[src/rtl/dcache_refill_ctrl.sv]
// Miss-side refill controller for a 2-way data cache: burst line fetch, one-cycle array write,
// per-set 1-bit LRU victim selection. Optional error tracking under DCACHE_REFILL_ERR_EN.
module dcache_refill_ctrl #(
    parameter int unsigned ADDR_WIDTH   = 32,
    parameter int unsigned INDEX_WIDTH  = 4,
    parameter int unsigned OFFSET_WIDTH = 4,
    parameter int unsigned BEAT_WIDTH   = 32,
    parameter int unsigned WAY          = 2,
    localparam int unsigned BEATS       = (2 ** OFFSET_WIDTH) * 8 / BEAT_WIDTH,
    localparam int unsigned TAG_WIDTH   = ADDR_WIDTH - INDEX_WIDTH - OFFSET_WIDTH,
    localparam int unsigned LINE_W      = BEATS * BEAT_WIDTH
) (
    input  logic                   clk,
    input  logic                   rst,
    input  logic                   miss_valid,
    input  logic [ADDR_WIDTH-1:0]  miss_addr,
    output logic                   miss_ready,
    output logic                   mem_rd_req,
    output logic [ADDR_WIDTH-1:0]  mem_rd_addr,
    input  logic                   mem_rd_ack,
    input  logic                   mem_rd_valid,
    input  logic [BEAT_WIDTH-1:0]  mem_rd_data,
    input  logic                   mem_rd_last,
`ifdef DCACHE_REFILL_ERR_EN
    input  logic                   mem_rd_err,
    output logic                   refill_err,
`endif
    input  logic                   access_valid,
    input  logic [INDEX_WIDTH-1:0] access_index,
    input  logic                   access_way,
    output logic [WAY-1:0]         tagv_we,
    output logic [INDEX_WIDTH-1:0] tagv_addr,
    output logic [TAG_WIDTH:0]     tagv_din,
    output logic [WAY-1:0]         data_we,
    output logic [INDEX_WIDTH-1:0] data_addr,
    output logic [LINE_W-1:0]      data_din,
    output logic                   refill_done,
    output logic                   refill_way
);

    localparam int unsigned CNT_W = (BEATS > 1) ? $clog2(BEATS) : 1;
    localparam int unsigned SETS  = 2 ** INDEX_WIDTH;

    typedef enum logic [2:0] {StIdle, StReq, StRecv, StWrite, StDone} state_e;

    state_e                  r_state;
    state_e                  w_state_next;
    logic [ADDR_WIDTH-1:0]   r_addr;
    logic [INDEX_WIDTH-1:0]  r_index;
    logic [TAG_WIDTH-1:0]    r_tag;
    logic                    r_victim;
    logic [CNT_W-1:0]        r_cnt;
    logic [LINE_W-1:0]       r_line;
    logic [SETS-1:0]         r_lru;
    logic                    r_refill_way;
    logic                    w_accept;
    logic                    w_beat;
    logic                    w_bad;
    logic                    w_unused_offset;

    assign w_accept        = (r_state == StIdle) && miss_valid;
    assign w_beat          = (r_state == StRecv) && mem_rd_valid;
    assign w_unused_offset = ^miss_addr[OFFSET_WIDTH-1:0];

`ifdef DCACHE_REFILL_ERR_EN
    logic r_err;

    always_ff @(posedge clk or posedge rst) begin
        if (rst) begin
            r_err <= 1'b0;
        end else if (w_accept) begin
            r_err <= 1'b0;
        end else if (w_beat && mem_rd_err) begin
            r_err <= 1'b1;
        end
    end

    assign w_bad      = r_err;
    assign refill_err = (r_state == StDone) && r_err;
`else
    assign w_bad = 1'b0;
`endif

    always_ff @(posedge clk or posedge rst) begin
        if (rst) begin
            r_state <= StIdle;
        end else begin
            r_state <= w_state_next;
        end
    end

    always_comb begin
        w_state_next = r_state;
        miss_ready   = 1'b0;
        mem_rd_req   = 1'b0;
        tagv_we      = '0;
        data_we      = '0;
        tagv_din     = '0;
        refill_done  = 1'b0;
        unique case (r_state)
            StIdle: begin
                miss_ready = 1'b1;
                if (miss_valid) w_state_next = StReq;
            end
            StReq: begin
                mem_rd_req = 1'b1;
                if (mem_rd_ack) w_state_next = StRecv;
            end
            StRecv: begin
                if (mem_rd_valid && (mem_rd_last || r_cnt == CNT_W'(BEATS - 1))) begin
                    w_state_next = StWrite;
                end
            end
            StWrite: begin
                tagv_we[r_victim] = 1'b1;
                data_we[r_victim] = 1'b1;
                tagv_din          = {~w_bad, r_tag};
                w_state_next      = StDone;
            end
            StDone: begin
                refill_done  = 1'b1;
                w_state_next = StIdle;
            end
            default: w_state_next = StIdle;
        endcase
    end

    always_ff @(posedge clk or posedge rst) begin
        if (rst) begin
            r_addr       <= '0;
            r_index      <= '0;
            r_tag        <= '0;
            r_victim     <= 1'b0;
            r_cnt        <= '0;
            r_line       <= '0;
            r_lru        <= '0;
            r_refill_way <= 1'b0;
        end else begin
            if (access_valid) r_lru[access_index] <= ~access_way;
            if (w_accept) begin
                r_addr   <= {miss_addr[ADDR_WIDTH-1:OFFSET_WIDTH], {OFFSET_WIDTH{1'b0}}};
                r_index  <= miss_addr[OFFSET_WIDTH +: INDEX_WIDTH];
                r_tag    <= miss_addr[ADDR_WIDTH-1 -: TAG_WIDTH];
                r_victim <= r_lru[miss_addr[OFFSET_WIDTH +: INDEX_WIDTH]];
                r_cnt    <= '0;
                r_line   <= '0;
            end
            if (w_beat) begin
                r_line[r_cnt*BEAT_WIDTH +: BEAT_WIDTH] <= mem_rd_data;
                r_cnt <= (r_cnt == CNT_W'(BEATS - 1)) ? '0 : r_cnt + 1'b1;
            end
            // Placed after the hit update so a refill to the same set takes priority.
            if (r_state == StWrite) begin
                if (!w_bad) r_lru[r_index] <= ~r_victim;
                r_refill_way <= r_victim;
            end
        end
    end

    assign mem_rd_addr = r_addr;
    assign tagv_addr   = r_index;
    assign data_addr   = r_index;
    assign data_din    = r_line;
    assign refill_way  = r_refill_way;

endmodule
[config.mk]
export PLATFORM = sky130hd
export DESIGN_NAME = dcache_refill_ctrl
export DESIGN_NICKNAME = d
export VERILOG_FILES = /design/src/rtl/dcache_refill_ctrl.sv
export SDC_FILE = /design/constraint.sdc
export NUM_CORES = 1
export LEC_CHECK = 0
export ABC_AREA = 1
export CORE_MARGIN = 2
export CORE_UTILIZATION = 30
export CTS_BUF_LIST = sky130_fd_sc_hd__clkbuf_8
export DETAILED_ROUTE_END_ITERATION = 8
export SLEW_MARGIN = 40
export SYNTH_ARGS = -nofsm -noshare
export SYNTH_HDL_FRONTEND = slang
export SYNTH_SLANG_ARGS = --single-unit
[constraint.sdc]
create_clock -name clk -period 16.7 [get_ports clk]
set_input_delay 3.34 -clock clk [delete_from_list [all_inputs] [get_ports clk]]
set_output_delay 3.34 -clock clk [all_outputs]
set_load 0.02 [all_outputs]
==> results of run 1 <==
[metal layers]
metal  track usage  vias to the layer above  part of all wire
li1              -                     3579                 -
met1        0.2416                     3560              0.43
met2        0.3141                      236              0.48
met3       0.05907                       19             0.076
met4       0.04013                        2             0.010
met5             0                        -           0.00048
[worst paths after layout]
kind                                    from             to  slack, ns
worst max-delay path              r_state[1]   tagv_din[10]      10.70
max in group asynchronous                rst       r_cnt[0]      12.13
min in group asynchronous                rst  data_din[102]       3.34
worst min-delay path            data_din[89]   data_din[89]       0.51
worst max register to register      r_cnt[0]   data_din[76]      13.79
worst min register to register  data_din[89]   data_din[89]       0.51
[critical path, cell delays in order, from the launching register on]
cell             delay (ns)
dfrtp_1                0.54
nand3_1                0.51
buf_4                  0.41
nor2_1                 0.12
clkdlybuf4s50_1        0.63
[power groups by stage]
| stage | Sequential, mW | Clock (mW) | Combinational, mW |
|---|---|---|---|
| 2_1_floorplan | 0.665 | 0 | 0.341 |
| 3_3_place_gp | 0.611 | 0 | 0.682 |
| 3_5_place_dp | 0.614 | 0 | 0.690 |
| 4_1_cts | 0.607 | 0.311 | 0.692 |
| 5_1_grt | 0.621 | 0.328 | 0.746 |
| 6_report | 0.607 | 0.300 | 0.684 |
[synth_stat cells, types with 2 or more instances]
cell / count / area share
inv_1: 65 / 0.029
nor2_2: 2 / 0.0015
nor2_1: 38 / 0.017
nor3_2: 2 / 0.0024
clkbuf_2: 3 / 0.0018
o31ai_1: 10 / 0.0091
ha_1: 6 / 0.0091
nand2_1: 206 / 0.093
inv_2: 6 / 0.0027
nor3_1: 9 / 0.0054
nor2_4: 4 / 0.0054
nand3_1: 182 / 0.11
o31ai_2: 27 / 0.041
o21ai_1: 65 / 0.039
dfrtp_1: 179 / 0.54
o21ai_0: 62 / 0.037
buf_1: 4 / 0.0018
buf_4: 18 / 0.016
buf_2: 33 / 0.020
clkbuf_1: 19 / 0.0086
nand4_1: 2 / 0.0015
[cell families after synthesis]
family / after synthesis
simple gates: 448
flops: 179
compound gates: 165
buf+inv: 150
fa+ha+maj: 6
other cells: 1
[per-stage QoR]
stage                     worst slack [ns]  cell area (um^2)
after global placement               10.81             11070
final                                10.70             11520
after floorplan                      8.501              8300
after detailed placement             11.13             11120
after CTS                            10.63             11510
after global routing                 10.46             11520
[layout make-up]
class	count	area (um^2)
Clock buffer	17	234.0
Inverter	72	285.3
Multi-Input combinational cell	623	3162
Clock inverter	14	160.2
Sequential cell	179	4483
Tap cell	341	426.7
Fill cell	2696	15510
Timing Repair Buffer	276	2765
[sequential cells by signal, summed over array words and instances (netlist names)]
name,cells
data_addr,3
data_din,128
mem_rd_addr,1
r_cnt,2
r_lru,16
r_state,3
r_tag,24
r_victim,1
refill_way,1
==> results.md, run 1 <==
* Routed length per instance at 17.94 um
* Overall power at 1.591 mW
* Synth Area in XOR/XNOR at 0
* Core area at 0.02703 mm^2
* Final hold vios at 0
* Die Y at 170.2 um
* #FFs+latches synth at 179
* Clock share of power at 0.189
* Routability congestion estimate at 0.8974
* Vias per Instance at 4.859
* CTS sink cnt at 179
* Worst skew pair latency at 0.48 ns
* Clock Skew at 0.03425 ns
* Pwr/cell area at 138.2 mW/mm^2
* Minimum clock period at 6.002 ns
* Simple-Gate Fraction of Synth Area at 0.2403
* Number of global-route vias before repair at 7302
* Post-route DRC at 0
* Layout Cells excl Fill at 1522
* Max Fclk at 166.6 MHz
* Antenna violations before repair at 1
* Longest Clk Path Bufs at 2
* Worst R2R Path Depth at 8
* Synth-to-Final Area Change at 38.93%
* Worst Tran Pin Value at 0.8432 ns
* Maximum VDD drop at 59.70 uV
* DRT Wirelength at 27310 um
* H-tree depth at 4
* Sequential element share of the synthesized area at 0.5404
* Mapped Cells at 949
* CP Max Fanout at 18
* Worst hold path type: reg -> reg
* Commonest cells after routing, fill and taps aside: clkdlybuf4s50_1, nand2_1, nand3_1, dfrtp_1, o21ai_1
* Post-Syn Area at 0.008289 mm^2
* Ant. Diodes at 0
* Clk slew on worst S/H paths at 0.11 ns
* CTS buffer count at 17
* IO Port Bufs at 268
* Placement Rows at 60
* Die ar. at 0.02898 mm^2
* Initial core utilization at 0.3067
* Final ANT Viol Nets at 0
* Post-CTS repair timing setup buffer count at 0
* Mean Syn Cell Area at 8.735 um^2
* Final core utilization at 0.4261
* Max-Slew Margin vs Limit at 0.4365
* Post-synthesis mux area share at 0
* Number of flops mapped to enable cells by yosys at 0
* Post-synthesis compound-gate area fraction at 0.1274
* Largest net degree at the start of global routing at 111
* Netlist cell types at 28
* Fin crit share at 0.3594
* Psw at 0.7009 mW
* Crit path DAT at 2.66 ns
* Layout cells sized above 1 at 0.07282
* IO Count at 277
* Clock root buffer: clkbuf_8
* Drt first pass iters at 5
* # nets final at 1251
* Gr usage total at 0.1888
* Pins Over Slew Limit at 0
* CTS Hold Bufs at 0
* Routed vias at 7396
* Max Cap Viol at 0
* Worst hold path depth at 2
* Sw Share at 0.4405
* Asr flop ratio synth at 1.000
* Lkg Pwr at 5.005 nW
* First-pass GRT wire length at 42260 um
* Comb power frac at 0.430
* Crit path launch type: flop
* WP data required at 13.36 ns
* Status: finished, final reports clean
* Cts repair resizes at 0
* Final Setup Violations at 0
* Synth Warn # at 0
* Overflow after GRT at 0
* Sequential Power Share at 0.381
* Initial drt markers at 556
* Hold slack final at 0.5118 ns
* Post-Synth Adder-Cell Area at 0.009057
* Dpl cells at 1491
* Fin Setup TNS at 0 ns
* DIE WIDTH at 170.2 um
* CP Capture Type: output pin
* Main combinational cell family by area after synthesis: simple AND/OR/NAND/NOR gates
* Primary FF master, synth: dfrtp_1
* Commonest non-fill, non-tap cell in the layout: clkdlybuf4s50_1
* CTS tree: built
* Internal power at 0.8903 mW
* Worst setup path category: reg -> out
* DPL Wire Length at 17940 um
* RSZ-0062 raised after global routing: no
No activity file was read; power rests on OpenSTA's default activity.
==> inputs of run 2 (changes only) <==
==> constraint.sdc (replaced) <==
create_clock -name clk -period 6.2 [get_ports clk]
set_input_delay 1.24 -clock clk [delete_from_list [all_inputs] [get_ports clk]]
set_output_delay 1.24 -clock clk [all_outputs]
set_load 0.02 [all_outputs]
==> results.md, run 2 (same netlist as run 1, synthesis figures left out) <==
* Crit path DAT at 2.70 ns
* Ant. Diodes at 0
* HP Start: data_din[91]
* CP top delay family: buffers and inverters
* Dpl cells at 1490
* Die ar. at 0.02898 mm^2
* Largest net degree at the start of global routing at 139
* Layout cells sized above 1 at 0.07282
* Initial core utilization at 0.3067
* Post-CTS repair timing setup buffer count at 0
* Cts repair resizes at 0
* Fin crit share at 0.6362
* WP data required at 4.96 ns
* RSZ-0062 raised after global routing: no
* Post-route DRC at 0
* Worst setup path category: reg -> out
* Maximum VDD drop at 184.6 uV
* Lkg Pwr at 5.011 nW
* Pins Over Slew Limit at 0
* Routed length per instance at 17.73 um
* Clock Skew at 0.03208 ns
* Max-Slew Margin vs Limit at 0.4889
* Final ANT Viol Nets at 0
* Worst hold path type: reg -> reg
* CTS sink cnt at 179
* Placement Rows at 60
* DIE WIDTH at 170.2 um
* Fin Setup TNS at 0 ns
* Final hold vios at 0
* Routed vias at 7445
* Die Y at 170.2 um
* Initial drt markers at 595
* Clk slew on worst S/H paths at 0.10 ns
* Final WS setup at 2.256 ns
* Slowest stage delay, CP at 0.63 ns
* Longest Clk Path Bufs at 2
* Core area at 0.02703 mm^2
* Overflow after GRT at 0
* Slowest CP cell: clkdlybuf4s50_1
* Crit path launch type: flop
* IO Count at 277
* Gr usage total at 0.1868
* Critical Path Start: r_state[1]
* Worst skew pair latency at 0.48 ns
* CP Max Fanout at 17
* Worst path bufs/invs at 2
* Minimum clock period at 3.944 ns
* Drt first pass iters at 5
* Final core utilization at 0.4269
* Finished layout cell area at 0.01154 mm^2
* DPL Wire Length at 17660 um
* Antenna violations before repair at 1
* CTS tree: built
* CP Capture Type: output pin
* Worst Tran Pin Value at 0.7666 ns
* Max FFs per register at 128
* Critical path cell sequence: nand3_1 -> buf_4 -> nor2_1 -> clkdlybuf4s50_1
* Number of global-route vias before repair at 7282
* # nets final at 1251
* DRT Wirelength at 26990 um
* First-pass GRT wire length at 41980 um
* Clock root buffer: clkbuf_8
* Synth-to-Final Area Change at 39.20%
* Commonest cells after routing, fill and taps aside: clkdlybuf4s50_1, nand2_1, nand3_1, dfrtp_1, o21ai_1
* Vias per Instance at 4.892
* Max Fclk at 253.5 MHz
* Reg2reg start: r_cnt[0]
* H-tree depth at 4
* Final Setup Violations at 0
* Status: finished, final reports clean
* Routability congestion estimate at 0.9183
* IO Port Bufs at 268
* CTS buffer count at 17
* Layout Cells excl Fill at 1522
* DP Area at 0.01112 mm^2
* Commonest non-fill, non-tap cell in the layout: clkdlybuf4s50_1
* Pre-CTS WS at 2.707 ns
* Pwr/cell area at 372.0 mW/mm^2
* Max Cap Viol at 0
* CTS Hold Bufs at 0
==> run 2: cell types whose count changed in the layout (fill, tap and decap cells not counted), sizes merged <==
cell	change
clkinv	-3
clkinvlp	+1
inv	+2
==> run 2: per-layer routing <==
layer	vias to the layer above	track usage	part of all wire
li1	3576	-	-
met1	3626	0.2437	0.44
met2	221	0.2994	0.47
met3	20	0.06349	0.081
met4	2	0.04348	0.012
met5	-	0	0.00052
==> run 2: report_power, final <==
| part | leakage [nW] | switching (mW) | internal, mW | total, mW |
|---|---|---|---|---|
| Clock | 0.196 | 0.513 | 0.304 | 0.817 |
| Combinational | 2.41 | 1.16 | 0.686 | 1.84 |
| Sequential | 2.41 | 0.217 | 1.41 | 1.63 |
| Total | 5.01 | 1.89 | 2.40 | 4.29 |
==> run 2: final timing paths <==
kind | to | slack, ns | depth (start not counted)
min reg2reg | data_din[91] | 0.51 | 2
max | tagv_din[9] | 2.26 | 4
min in group asynchronous | r_tag[8] | 1.33 | 2
max reg2reg | data_din[73] | 3.62 | 9
max in group asynchronous | r_state[0] | 3.68 | 3
min | data_din[91] | 0.51 | 2
==> run 2: layout make-up <==
type | instances | area, um^2
sequential | 179 | 4483
tap | 341 | 426.7
multi-input combinational | 623 | 3162
clock buffer | 17 | 234.0
inverter | 72 | 285.3
fill | 2708 | 15490
timing repair buffer | 276 | 2786
clock inverter | 14 | 161.4
==> run 2: stage by stage <==
stage	hold slack (ns)	power, mW
3_3_place_gp	0.4819	3.478
3_5_place_dp	0.4899	3.503
2_1_floorplan	0.5489	2.708
4_1_cts	0.5133	4.341
6_report	0.5083	4.293
5_1_grt	0.5432	4.578
==> run 2: tightest hold or removal path: cells and delay by family (launching register included) <==
kind	cells	cell delay, ns
flops	1	0.36
simple gates	2	0.12
==> inputs of run 3 (changes only) <==
==> constraint.sdc (replaced) <==
create_clock -name clk -period 3.8 [get_ports clk]
set_input_delay 0.76 -clock clk [delete_from_list [all_inputs] [get_ports clk]]
set_output_delay 0.76 -clock clk [all_outputs]
set_load 0.02 [all_outputs]
==> results.md, run 3 (same netlist as run 1, synthesis figures left out) <==
* Status: finished, final reports clean
* Critical Path Start: r_state[1]
* DIE WIDTH at 170.2 um
* Reg2reg start: r_state[1]
* CTS tree: built
* Clk slew on worst S/H paths at 0.10 ns
* Fin Setup TNS at 0 ns
* Clock root buffer: clkbuf_8
* CP Max Fanout at 23
* Crit path launch type: flop
* CP Capture Type: output pin
* Final ANT Viol Nets at 0
* Worst setup path category: reg -> out
* Die Y at 170.2 um
* # nets final at 1254
* Post-CTS repair timing setup buffer count at 0
* WP data required at 3.04 ns
* Routed length per instance at 17.47 um
* CTS sink cnt at 179
* Antenna violations before repair at 0
* Max Cap Viol at 0
* Commonest cells after routing, fill and taps aside: clkdlybuf4s50_1, nand2_1, nand3_1, dfrtp_1, o21ai_1
* Max-Slew Margin vs Limit at 0.4985
* Synth-to-Final Area Change at 39.61%
* Final core utilization at 0.4282
* Fin crit share at 0.8486
* Commonest non-fill, non-tap cell in the layout: clkdlybuf4s50_1
* Post-route DRC at 0
* Number of global-route vias before repair at 7237
* CTS Hold Bufs at 0
* IO Port Bufs at 268
* First-pass GRT wire length at 41590 um
* Lkg Pwr at 5.033 nW
* Layout cells sized above 1 at 0.07595
* Worst hold path type: reg -> reg
* Placement Rows at 60
* Die ar. at 0.02898 mm^2
* Pins Over Slew Limit at 0
* Drt first pass iters at 5
* Worst Tran Pin Value at 0.7522 ns
* Final hold vios at 0
* RSZ-0062 raised after global routing: no
* Minimum clock period at 3.225 ns
* Maximum VDD drop at 355.1 uV
* Routed vias at 7393
* HP Start: refill_way
* Overflow after GRT at 0
* Cts repair resizes at 0
* Core area at 0.02703 mm^2
* Ant. Diodes at 0
* Crit path DAT at 2.46 ns
* H-tree depth at 4
* Max FFs per register at 128
* Clock Skew at 0.02152 ns
* Largest net degree at the start of global routing at 140
* IO Count at 277
* Final Setup Violations at 0
* CTS buffer count at 17
* Max Fclk at 310.1 MHz
* Initial drt markers at 492
* Routability congestion estimate at 0.8722
* DPL Wire Length at 17630 um
* Worst skew pair latency at 0.47 ns
* Pwr/cell area at 604.3 mW/mm^2
* Layout fillers at 2689
* Gr usage total at 0.1846
* DRT Wirelength at 26660 um
* Initial core utilization at 0.3067
* Vias per Instance at 4.845
* Longest Clk Path Bufs at 2
run 3: power by group:
group / switching, mW / total [mW] / leakage, nW / internal [mW]
Clock: 0.835 / 1.33 / 0.199 / 0.498
Combinational: 1.92 / 3.06 / 2.43 / 1.13
Sequential: 0.299 / 2.60 / 2.41 / 2.31
run 3: worst paths after layout:
path | end | slack [ns] | cells past startpoint
max | tagv_din[19] | 0.58 | 4
min | refill_way | 0.51 | 2
max reg2reg | r_lru[4] | 1.54 | 6
min reg2reg | refill_way | 0.51 | 2
max in group asynchronous | data_din[54] | 2.41 | 3
min in group asynchronous | data_din[66] | 0.76 | 3
run 3: stage by stage:
stage | power (mW) | instances | hold WS (ns) | setup WS (ns) | instance area, um^2
3_5_place_dp | 5.722 | 1493 | 0.4893 | 1.054 | 11140
4_1_cts | 7.090 | 1525 | 0.5132 | 0.5047 | 11540
3_3_place_gp | 5.695 | 1493 | 0.4796 | 1.073 | 11130
6_report | 6.993 | 1526 | 0.5069 | 0.5752 | 11570
2_1_floorplan | 4.418 | 952 | 0.5489 | 0.7454 | 8304
5_1_grt | 7.462 | 1526 | 0.5293 | 0.3219 | 11570
run 3: cell type report:
cell class,count,area [um^2],share of cell area
inverter,72,276.5,0.02389
tap,341,426.7,0.03687
sequential,179,4481,0.3872
clock buffer,17,234.0,0.02022
clock inverter,15,166.4,0.01438
timing repair buffer,279,2826,0.2442
multi-input combinational,623,3162,0.2732
run 3: critical path: stages (launching register included):
cell	delay (ns)
dfrtp_1	0.55
nand3_1	0.35
buf_4	0.35
nor2_1	0.13
clkdlybuf4s50_1	0.63
run 3: metal layers:
layer | GRT usage | vias up | wire length [um] | share of wire
met5 | 0 | - | 0 | 0
met4 | 0.04013 | 0 | 311 | 0.012
met3 | 0.05907 | 20 | 1947 | 0.073
met2 | 0.3005 | 231 | 12680 | 0.48
met1 | 0.2405 | 3556 | 11720 | 0.44
li1 | - | 3586 | - | -
